[src/rtl/cpu_types_pkg.sv]
// Shared CPU types for the pipeline control blocks.
//   word_t      : 32-bit datapath word
//   regbits_t   : 5-bit register file index
//   hz_state_t  : hazard controller FSM state (2-bit)
//   STALL_W / STALL_MAX : width and ceiling of the stall counter
package cpu_types_pkg;

  localparam int WORD_W  = 32;
  localparam int REG_W   = 5;
  localparam int STALL_W = 16;

  typedef logic [WORD_W-1:0] word_t;
  typedef logic [REG_W-1:0]  regbits_t;

  typedef enum logic [1:0] {
    RUN   = 2'd0,
    DWAIT = 2'd1,
    IWAIT = 2'd2,
    HALT  = 2'd3
  } hz_state_t;

  localparam logic [STALL_W-1:0] STALL_MAX = '1;

endpackage

[src/rtl/hazard_ctrl_if.sv]
// Port bundle for hazard_ctrl.
//   CLK                      : rising-edge clock (interface port)
//   nRST                     : synchronous active-low reset
//   ihit, dhit               : fetch / data access hit this cycle
//   exmem_dREN, exmem_dWEN   : load / store in EX/MEM
//   idex_dREN, idex_rt       : load in ID/EX and its destination
//   ifid_rs, ifid_rt         : sources of the IF/ID instruction
//   branch_taken, jump       : control-flow redirects
//   memwb_halt               : halt reached MEM/WB
//   pc_en..memwb_en          : advance enables
//   ifid_flush, idex_flush   : bubble insertion
//   halt, stall_cnt          : sticky halt, saturating stall count
// Modports: hc (the controller), tb (the driver side).
interface hazard_ctrl_if
  import cpu_types_pkg::*;
(
  input logic CLK
);
  logic               nRST;
  logic               ihit;
  logic               dhit;
  logic               exmem_dREN;
  logic               exmem_dWEN;
  logic               idex_dREN;
  regbits_t           idex_rt;
  regbits_t           ifid_rs;
  regbits_t           ifid_rt;
  logic               branch_taken;
  logic               jump;
  logic               memwb_halt;
  logic               pc_en;
  logic               ifid_en;
  logic               idex_en;
  logic               exmem_en;
  logic               memwb_en;
  logic               ifid_flush;
  logic               idex_flush;
  logic               halt;
  logic [STALL_W-1:0] stall_cnt;

  modport hc (
    input  CLK, nRST, ihit, dhit, exmem_dREN, exmem_dWEN, idex_dREN,
           idex_rt, ifid_rs, ifid_rt, branch_taken, jump, memwb_halt,
    output pc_en, ifid_en, idex_en, exmem_en, memwb_en,
           ifid_flush, idex_flush, halt, stall_cnt
  );

  modport tb (
    input  CLK, pc_en, ifid_en, idex_en, exmem_en, memwb_en,
           ifid_flush, idex_flush, halt, stall_cnt,
    output nRST, ihit, dhit, exmem_dREN, exmem_dWEN, idex_dREN,
           idex_rt, ifid_rs, ifid_rt, branch_taken, jump, memwb_halt
  );

endinterface

[src/rtl/hazard_detect.sv]
// Load-use hazard comparator (purely combinational).
//   dren_i     : load present in ID/EX
//   dst_i      : destination register of that load
//   rs_i, rt_i : source registers of the IF/ID instruction
//   load_use_o : IF/ID consumes a value the ID/EX load has not produced yet
module hazard_detect
  import cpu_types_pkg::*;
(
  input  logic     dren_i,
  input  regbits_t dst_i,
  input  regbits_t rs_i,
  input  regbits_t rt_i,
  output logic     load_use_o
);

  // $zero is never a real dependency, so a load targeting r0 never stalls.
  assign load_use_o = dren_i && (dst_i != '0) &&
                      ((dst_i == rs_i) || (dst_i == rt_i));

endmodule

[src/rtl/hazard_ctrl.sv]
// Pipeline hazard controller.
// Decides each cycle whether the pipe advances (instruction fetch ready and
// any EX/MEM data access satisfied), and which stage enables / flushes to
// raise for taken branches, load-use hazards and jumps. Tracks memory wait
// states with a small FSM, a sticky halt, and a saturating stall counter.
// Ports: single bundle hc (hazard_ctrl_if.hc), see hazard_ctrl_if for list.
module hazard_ctrl
  import cpu_types_pkg::*;
(
  hazard_ctrl_if.hc hc
);

  hz_state_t          state_q, state_d, state_eff;
  logic [STALL_W-1:0] stall_cnt_q, stall_cnt_d;
  logic               mem_op;
  logic               advance;
  logic               load_use;

  logic               pc_en, ifid_en, idex_en, exmem_en, memwb_en;
  logic               ifid_flush, idex_flush;

  function automatic logic [STALL_W-1:0] sat_inc(input logic [STALL_W-1:0] v);
    return (v == STALL_MAX) ? v : v + 1'b1;
  endfunction

  hazard_detect u_detect (
    .dren_i     (hc.idex_dREN),
    .dst_i      (hc.idex_rt),
    .rs_i       (hc.ifid_rs),
    .rt_i       (hc.ifid_rt),
    .load_use_o (load_use)
  );

  assign mem_op = hc.exmem_dREN | hc.exmem_dWEN;

  // While reset is held the outputs must already look like RUN, even if the
  // register still holds HALT or a wait state from before.
  assign state_eff = hc.nRST ? state_q : RUN;

  // In IWAIT the data hit has already been banked, so only ihit matters.
  always_comb begin
    advance = 1'b0;
    case (state_eff)
      RUN:     advance = hc.ihit & (~mem_op | hc.dhit);
      IWAIT:   advance = hc.ihit;
      default: advance = 1'b0;
    endcase
  end

  // Next-state: IWAIT doubles as the memory of a dhit seen while waiting.
  always_comb begin
    state_d = state_q;
    case (state_q)
      RUN: begin
        if (mem_op && !hc.dhit)                  state_d = DWAIT;
        else if (mem_op && hc.dhit && !hc.ihit)  state_d = IWAIT;
      end
      DWAIT: begin
        if (hc.dhit) state_d = hc.ihit ? RUN : IWAIT;
      end
      IWAIT: begin
        if (hc.ihit) state_d = RUN;
      end
      default: state_d = HALT;
    endcase
    if (hc.memwb_halt) state_d = HALT;
  end

  always_comb begin
    stall_cnt_d = stall_cnt_q;
    if (!advance && (state_q != HALT)) stall_cnt_d = sat_inc(stall_cnt_q);
  end

  // Enables / flushes: branch beats load-use beats jump, only when advancing.
  always_comb begin
    pc_en      = 1'b0;
    ifid_en    = 1'b0;
    idex_en    = 1'b0;
    exmem_en   = advance;
    memwb_en   = advance;
    ifid_flush = 1'b0;
    idex_flush = 1'b0;
    if (advance) begin
      pc_en   = 1'b1;
      ifid_en = 1'b1;
      idex_en = 1'b1;
      if (hc.branch_taken) begin
        ifid_flush = 1'b1;
        idex_flush = 1'b1;
      end else if (load_use) begin
        // Hold PC and IF/ID, let a bubble enter ID/EX.
        pc_en      = 1'b0;
        ifid_en    = 1'b0;
        idex_flush = 1'b1;
      end else if (hc.jump) begin
        ifid_flush = 1'b1;
      end
    end
  end

  assign hc.pc_en      = pc_en;
  assign hc.ifid_en    = ifid_en;
  assign hc.idex_en    = idex_en;
  assign hc.exmem_en   = exmem_en;
  assign hc.memwb_en   = memwb_en;
  assign hc.ifid_flush = ifid_flush;
  assign hc.idex_flush = idex_flush;
  assign hc.halt       = (state_eff == HALT);
  assign hc.stall_cnt  = stall_cnt_q;

  // State register boundary
  always_ff @(posedge hc.CLK) begin
    if (!hc.nRST) begin
      state_q     <= RUN;
      stall_cnt_q <= '0;
    end else begin
      state_q     <= state_d;
      stall_cnt_q <= stall_cnt_d;
    end
  end

endmodule

[src/flat_wrapper.sv]
// flat-port wrapper written by rule: the top's interface ports become plain ports
module hazard_ctrl_flat import cpu_types_pkg::*;
  (CLK, hc_nRST, hc_ihit, hc_dhit, hc_exmem_dREN, hc_exmem_dWEN, hc_idex_dREN, hc_idex_rt, hc_ifid_rs, hc_ifid_rt, hc_branch_taken, hc_jump, hc_memwb_halt, hc_pc_en, hc_ifid_en, hc_idex_en, hc_exmem_en, hc_memwb_en, hc_ifid_flush, hc_idex_flush, hc_halt, hc_stall_cnt);
  hazard_ctrl_if hc_i (.CLK(CLK));
  input wire logic CLK;
  input wire logic [$bits(hc_i.nRST)-1:0] hc_nRST;
  input wire logic [$bits(hc_i.ihit)-1:0] hc_ihit;
  input wire logic [$bits(hc_i.dhit)-1:0] hc_dhit;
  input wire logic [$bits(hc_i.exmem_dREN)-1:0] hc_exmem_dREN;
  input wire logic [$bits(hc_i.exmem_dWEN)-1:0] hc_exmem_dWEN;
  input wire logic [$bits(hc_i.idex_dREN)-1:0] hc_idex_dREN;
  input wire logic [$bits(hc_i.idex_rt)-1:0] hc_idex_rt;
  input wire logic [$bits(hc_i.ifid_rs)-1:0] hc_ifid_rs;
  input wire logic [$bits(hc_i.ifid_rt)-1:0] hc_ifid_rt;
  input wire logic [$bits(hc_i.branch_taken)-1:0] hc_branch_taken;
  input wire logic [$bits(hc_i.jump)-1:0] hc_jump;
  input wire logic [$bits(hc_i.memwb_halt)-1:0] hc_memwb_halt;
  output wire logic [$bits(hc_i.pc_en)-1:0] hc_pc_en;
  output wire logic [$bits(hc_i.ifid_en)-1:0] hc_ifid_en;
  output wire logic [$bits(hc_i.idex_en)-1:0] hc_idex_en;
  output wire logic [$bits(hc_i.exmem_en)-1:0] hc_exmem_en;
  output wire logic [$bits(hc_i.memwb_en)-1:0] hc_memwb_en;
  output wire logic [$bits(hc_i.ifid_flush)-1:0] hc_ifid_flush;
  output wire logic [$bits(hc_i.idex_flush)-1:0] hc_idex_flush;
  output wire logic [$bits(hc_i.halt)-1:0] hc_halt;
  output wire logic [$bits(hc_i.stall_cnt)-1:0] hc_stall_cnt;
  assign hc_i.nRST = hc_nRST;
  assign hc_i.ihit = hc_ihit;
  assign hc_i.dhit = hc_dhit;
  assign hc_i.exmem_dREN = hc_exmem_dREN;
  assign hc_i.exmem_dWEN = hc_exmem_dWEN;
  assign hc_i.idex_dREN = hc_idex_dREN;
  assign hc_i.idex_rt = hc_idex_rt;
  assign hc_i.ifid_rs = hc_ifid_rs;
  assign hc_i.ifid_rt = hc_ifid_rt;
  assign hc_i.branch_taken = hc_branch_taken;
  assign hc_i.jump = hc_jump;
  assign hc_i.memwb_halt = hc_memwb_halt;
  assign hc_pc_en = hc_i.pc_en;
  assign hc_ifid_en = hc_i.ifid_en;
  assign hc_idex_en = hc_i.idex_en;
  assign hc_exmem_en = hc_i.exmem_en;
  assign hc_memwb_en = hc_i.memwb_en;
  assign hc_ifid_flush = hc_i.ifid_flush;
  assign hc_idex_flush = hc_i.idex_flush;
  assign hc_halt = hc_i.halt;
  assign hc_stall_cnt = hc_i.stall_cnt;
  hazard_ctrl u_core (.hc(hc_i));
endmodule
[config.mk]
export PLATFORM = sky130hd
export DESIGN_NAME = hazard_ctrl_flat
export DESIGN_NICKNAME = d
export VERILOG_FILES = /design/src/rtl/cpu_types_pkg.sv /design/src/rtl/hazard_ctrl_if.sv /design/src/rtl/hazard_detect.sv /design/src/rtl/hazard_ctrl.sv /design/src/flat_wrapper.sv
export SDC_FILE = /design/constraint.sdc
export NUM_CORES = 1
export LEC_CHECK = 0
export ABC_CLOCK_PERIOD_IN_PS = 4530
export CELL_PAD_IN_SITES_DETAIL_PLACEMENT = 2
export CELL_PAD_IN_SITES_GLOBAL_PLACEMENT = 2
export CORE_ASPECT_RATIO = 0.9
export CORE_MARGIN = 3
export CORE_UTILIZATION = 26
export CTS_CLUSTER_DIAMETER = 50
export DETAILED_ROUTE_END_ITERATION = 10
export PLACE_DENSITY = 0.81
export SLEW_MARGIN = 10
export SYNTH_ARGS = -nofsm -noshare
export SYNTH_HDL_FRONTEND = slang
export SYNTH_SLANG_ARGS = --single-unit
[constraint.sdc]
create_clock -name CLK -period 4.53 [get_ports CLK]
set_input_delay 0.906 -clock CLK [delete_from_list [all_inputs] [get_ports CLK]]
set_output_delay 0.906 -clock CLK [all_outputs]
set_load 0.005 [all_outputs]
==> flow_summary.toml <==
[run_status]
result_of_the_run = "finished, final reports clean"

[cells_and_area]
share_of_final_layout_standard_cells_stronger_than_drive_strength_1_pct = 4.55
n_antenna_cell = 0
layout-area-overhead-vs-synth_pct = 41.9
finish.cell_count_without_fillers = 260
layout.nets = 229
final.fill_count = 533

[global_route]
grt_pass1_wl_mm = 8.23
number_of_global_route_vias_before_repair = 1600
globalRouteOverflowTotal = 0
grtUsageMet1_pct = 21.4
gr-usage-all-layers_pct = 18.0
maximum_number_of_pins_on_one_net_before_global_route_repair = 28
global_route.usage.met3_pct = 3.31
initial_antenna_violation_count = 0
met2_usage_pct = 33.8
busiest_layer = "met2"

[sta]
setup_total_negative_slack_ps = 0
period_needed_ps = 3990
hold_slack_ps = 537
timing.clock.skew_ps = 7.04
post-route-period-util_pct = 88.0
setup_viol = 0
final_hold_viol_count = 0
highest_clock_frequency_the_design_can_meet_ghz = 0.251
grt_setup_unrepaired = "no"
drv_slew = 0
tightest_slew_ps = 830
slew_headroom_pct = 44.3

[cts]
cts_made_buffers = 3
postCtsSetupBuffers = 0
root_buffer = "sky130_fd_sc_hd__clkbuf_8"
insertion_delay_ps = 260
clock-sinks = 18
cts_htree_levels = 1
tritoncts = "yes"
clock_tree.buffer_depth = 2
holdBufCountCts = 0
postCtsResizedCells = 0
clk_pin_slew_ps = 70

[floorplan]
fp.dieW_um = 80.9
rows = 23
core_area_um2 = 4660
floorplan.initialDensity_pct = 28.2
die_height_um = 73.4
num_io_pins = 49
design.die.area_um2 = 5940

[yosys]
synth-compound-area-share_pct = 24.6
syn_avg_cell_area_um2 = 8.47
synthFlopType = "sky130_fd_sc_hd__dfxtp_1"
share_of_the_yosys_chip_area_belonging_to_registers_pct = 27.5
netlist_instances = 155
yosys-mux-area-fraction_pct = 4.58
synth_top_area_share_pct = 27.5
synth_top_family_by_area = "simple AND/OR/NAND/NOR gates"
synth_enable_flop_cells = 0
yosys.area_share.adder_pct = 4.77
synth_seq_cells = 18
synthDistinctLibCells = 39
ys.warnings.count = 0
synth_area_um2 = 1310
synth_xor_xnor_area_share_pct = 6.67
synth-simple-area-share_pct = 25.5
syn_nets = 185
synthDominantAreaCellType = "sky130_fd_sc_hd__dfxtp_1"
yosys-top-cells-area = "sky130_fd_sc_hd__dfxtp_1, sky130_fd_sc_hd__or4_1, sky130_fd_sc_hd__xnor2_1, sky130_fd_sc_hd__a21oi_1, sky130_fd_sc_hd__o31ai_1"
async_reset_ff_share_pct = 0

[pwr]
ir_drop_mv = 0.106
power_density_nw_per_um2 = 229
static_power_due_to_leakage_uw = 0.000630
report.power.total_uw = 426

[detailed_routing]
vias = 1428
post_drt_via_cell_ratio = 5.49
detail_route.first_pass.iterations = 4
drc = 0
ant_nets = 0
average_wire_per_cell_in_the_routed_design_um = 19.0
drc_violation_total_after_the_first_tritonroute_iteration = 22
routed_wirelength_mm = 4.93

[critical_path]
worst_path_largest_cell_delay_ps = 560
timing.critical_path.required_ps = 3620
timing.critical_path.arrival_ps = 3080
worst_setup_path_end_kind = "primary output"
largest_fanout_on_the_critical_path = 3
timing_worst_setup_path_type = "in -> out"
critPathLaunchType = "input pin"
critical-path-slowest-cell = "sky130_fd_sc_hd__clkdlybuf4s50_1"
cp_cell_sequence = "clkdlybuf4s50_1 > or4_1 > o21ai_0 > nor2_1 > a21boi_0 > clkdlybuf4s50_1"
worst_r2r_path_depth = 5
crit_path_frequent_cell = "sky130_fd_sc_hd__clkdlybuf4s50_1"

[min_path]
whs_path_depth = 2
hold_path.class = "reg -> reg"

[placement]
place.detailed.instances = 256
detailed_place_hpwl_mm = 3.81
globalplace.congestion = 0.736
port_buffers = 48

[flow_run]
drv_cap = 0
-- per-layer routing --
metal	part of all wire [%]	up-vias	wire [um]
met5	0	-	0
met4	1.1	0	53
met3	2.5	6	124
met2	54	24	2670
met1	42	712	2090
li1	-	686	-
-- metrics by stage --
| stage | cell area, um2 | util [%] | worst slack (ps) |
|---|---|---|---|
| after floorplan | 1310 | - | 1530 |
| after global placement | 1810 | 38.8 | 644 |
| after detailed placement | 1810 | 38.8 | 514 |
| after CTS | 1860 | 40.0 | 506 |
| after global routing | 1860 | 40.0 | 400 |
| final | 1860 | 40.0 | 545 |
-- worst max-delay path: cells and delay by family --
| kind | cells | cell delay [ps] |
|---|---|---|
| AOI/OAI and AO/OA | 2 | 500 |
| buffers and inverters | 2 | 1040 |
| and+or+nand+nor | 2 | 630 |
-- flip-flops by register name, summed over array words and instances, names as in the netlist --
register,cells
u_core.hc.stall_cnt,16
u_core.state_q,2
-- area by class of cell --
type	count	area, um2	area share, %
multi-input cells	122	867	46.5
repair buffers	48	480	25.8
flip-flops and latches	18	360	19.3
well taps	62	77.6	4.16
clock buffers	4	55.1	2.95
inverters	6	22.5	1.21
-- logic make-up (layout without fill, tap and decap cells) --
kind of cell,Yosys count,after routing
xor gates and xnor gates,10,10
DFF,18,18
AOI/OAI and AO/OA,47,47
and+or+nand+nor,54,54
adders and majority gates,5,5
muxes,6,6
buffers and inverters,15,58
-- power breakdown --
group | total (uW) | switching (uW) | internal [uW]
Sequential | 173 | 9.94 | 163
Combinational | 116 | 53.0 | 62.7
Clock | 137 | 59.8 | 77.4
-- Yosys cell counts, types with 2 or more instances --
| master | count |
|---|---|
| sky130_fd_sc_hd__or4_1 | 12 |
| sky130_fd_sc_hd__buf_6 | 2 |
| sky130_fd_sc_hd__dfxtp_1 | 18 |
| sky130_fd_sc_hd__nor4_1 | 2 |
| sky130_fd_sc_hd__o21ai_0 | 5 |
| sky130_fd_sc_hd__a21oi_1 | 17 |
| sky130_fd_sc_hd__o22ai_1 | 2 |
| sky130_fd_sc_hd__or2b_1 | 3 |
| sky130_fd_sc_hd__nand3_1 | 11 |
| sky130_fd_sc_hd__inv_1 | 6 |
| sky130_fd_sc_hd__mux2i_1 | 6 |
| sky130_fd_sc_hd__nand2_1 | 10 |
| sky130_fd_sc_hd__nand4_1 | 6 |
| sky130_fd_sc_hd__o31ai_1 | 9 |
| sky130_fd_sc_hd__and4_1 | 3 |
| sky130_fd_sc_hd__nor2_1 | 2 |
| sky130_fd_sc_hd__clkbuf_1 | 2 |
| sky130_fd_sc_hd__buf_4 | 3 |
| sky130_fd_sc_hd__buf_2 | 2 |
| sky130_fd_sc_hd__ha_1 | 5 |
| sky130_fd_sc_hd__or3_1 | 2 |
| sky130_fd_sc_hd__xnor2_1 | 10 |
-- cells in the final DEF (no fill, tap or decap), types with 3 or more instances in the layout --
cell                               n
sky130_fd_sc_hd__a21oi_1          17
sky130_fd_sc_hd__and4_1            3
sky130_fd_sc_hd__clkbuf_8          4
sky130_fd_sc_hd__clkdlybuf4s50_1  48
sky130_fd_sc_hd__dfxtp_1          18
sky130_fd_sc_hd__ha_1              5
sky130_fd_sc_hd__inv_1             6
sky130_fd_sc_hd__mux2i_1           6
sky130_fd_sc_hd__nand2_1          10
sky130_fd_sc_hd__nand3_1          11
sky130_fd_sc_hd__nand4_1           6
sky130_fd_sc_hd__o21ai_0           5
sky130_fd_sc_hd__o31ai_1           9
sky130_fd_sc_hd__or2b_1            3
sky130_fd_sc_hd__or4_1            12
sky130_fd_sc_hd__xnor2_1          10
-- final timing paths --
path	to	start	slack [ps]
min	u_core.hc.stall_cnt[11]	u_core.hc.stall_cnt[11]	540
max reg2reg	u_core.hc.stall_cnt[11]	u_core.hc.stall_cnt[0]	2340
min reg2reg	u_core.hc.stall_cnt[11]	u_core.hc.stall_cnt[11]	540
max	hc_ifid_en	hc_idex_rt[0]	540
Power figures use the tool's default switching activity.
==> edit, RTL diff (same settings) <==
Set the package constant `STALL_W` to 24 (it was 16).
--- a/src/rtl/cpu_types_pkg.sv
+++ b/src/rtl/cpu_types_pkg.sv
@@ -7,7 +7,7 @@
 
   localparam int WORD_W  = 32;
   localparam int REG_W   = 5;
-  localparam int STALL_W = 16;
+  localparam int STALL_W = 24;
 
   typedef logic [WORD_W-1:0] word_t;
   typedef logic [REG_W-1:0]  regbits_t;
Interface: changed (resized hc_stall_cnt); port bits go from 49 to 57. The function was not compared with the original's and may differ.
==> edit against the original RTL <==
  * Final area grew 22%
  * Setup slack lost 0.094 ns
  * Sequential share of layout area grew 3.5 points
  * Total power grew 30%
  * Synthesized area grew 22%
  * Sequential cell count grew 8
  * Wire length grew 13%
  * Cell count grew 21%
  * First-iteration DRC count grew to 3.1 times the old value
  * Largest power group unchanged
==> edit: results <==
export IMPL_dr_wl_met3_um=168
export IMPL_pwr_density_cell_nw_per_um2=243
export IMPL_synth_common_cells="dfxtp_1 (26), nand2_1 (17), a21oi_1 (16)"
export IMPL_numPortBuffers=56
export IMPL_skew_ns=0.00837
export IMPL_drt_wirelength_per_cell_um=17.7
export IMPL_synth_avg_cell_area_um2=8.37
export IMPL_grt_max_degree=22
export IMPL_fill_cells=666
export IMPL_place_area_um2=2210
export IMPL_combPwrFrac_pct=19.3
export IMPL_intPower_w=0.000414
export IMPL_grt_met1_usage_pct=21.7
export IMPL_critPathCapture="hc_ifid_flush"
export IMPL_regToRegEndpoint="u_core.hc.stall_cnt[9]"
export IMPL_irDropWorstVdd_mv=0.0882
export IMPL_globalplace_congestion=0.769
export IMPL_hpwl_um=4080
export IMPL_clock_latency_ns=0.28
export IMPL_synth_nets=222
export IMPL_seqPwrFrac_pct=44.1
export IMPL_rr_startpoint="u_core.state_q[0]"
export IMPL_grt_pass1_vias=1723
export IMPL_track_usage_pct=16.5
export IMPL_grt_pass1_wl_um=9180
export IMPL_dp_cells=311
export IMPL_drt_iter0_drc=69
export IMPL_min_from="u_core.hc.stall_cnt[15]"
export IMPL_status="finished, final reports clean"
export IMPL_synth_cell_type_count=46
export IMPL_fmaxAchievable_mhz=245
[edit: cell types whose count changed after synthesis, moves of 5 or more]
cell | before | now
o31ai_1 | 9 | 3
nor3_1 | 1 | 6
nor2_1 | 2 | 9
or4_1 | 12 | 3
xor2_1 | 0 | 6
or3_1 | 2 | 8
nand2_1 | 10 | 17
dfxtp_1 | 18 | 26
[edit: final cells by class]
type / count / area, um^2 / share of cell area (%)
clock buffer: 3 / 41.3 / 1.81
clock inverter: 1 / 30.0 / 1.32
multi-input combinational: 148 / 997 / 43.8
tap: 70 / 87.6 / 3.84
timing repair buffer: 56 / 561 / 24.6
sequential: 26 / 520 / 22.8
inverter: 11 / 41.3 / 1.81
[edit: cell families after synthesis]
logic type               Yosys count  synth area share, %
AND/OR/NAND/NOR                   75                 27.0
multiplexers                       8                 4.98
buffers and inverters             18                 5.60
flip-flops                        26                 32.4
XOR/XNOR                          16                 8.72
AO/OA/AOI/OAI                     44                 17.4
adder cells (fa/ha/maj)            5                 3.89
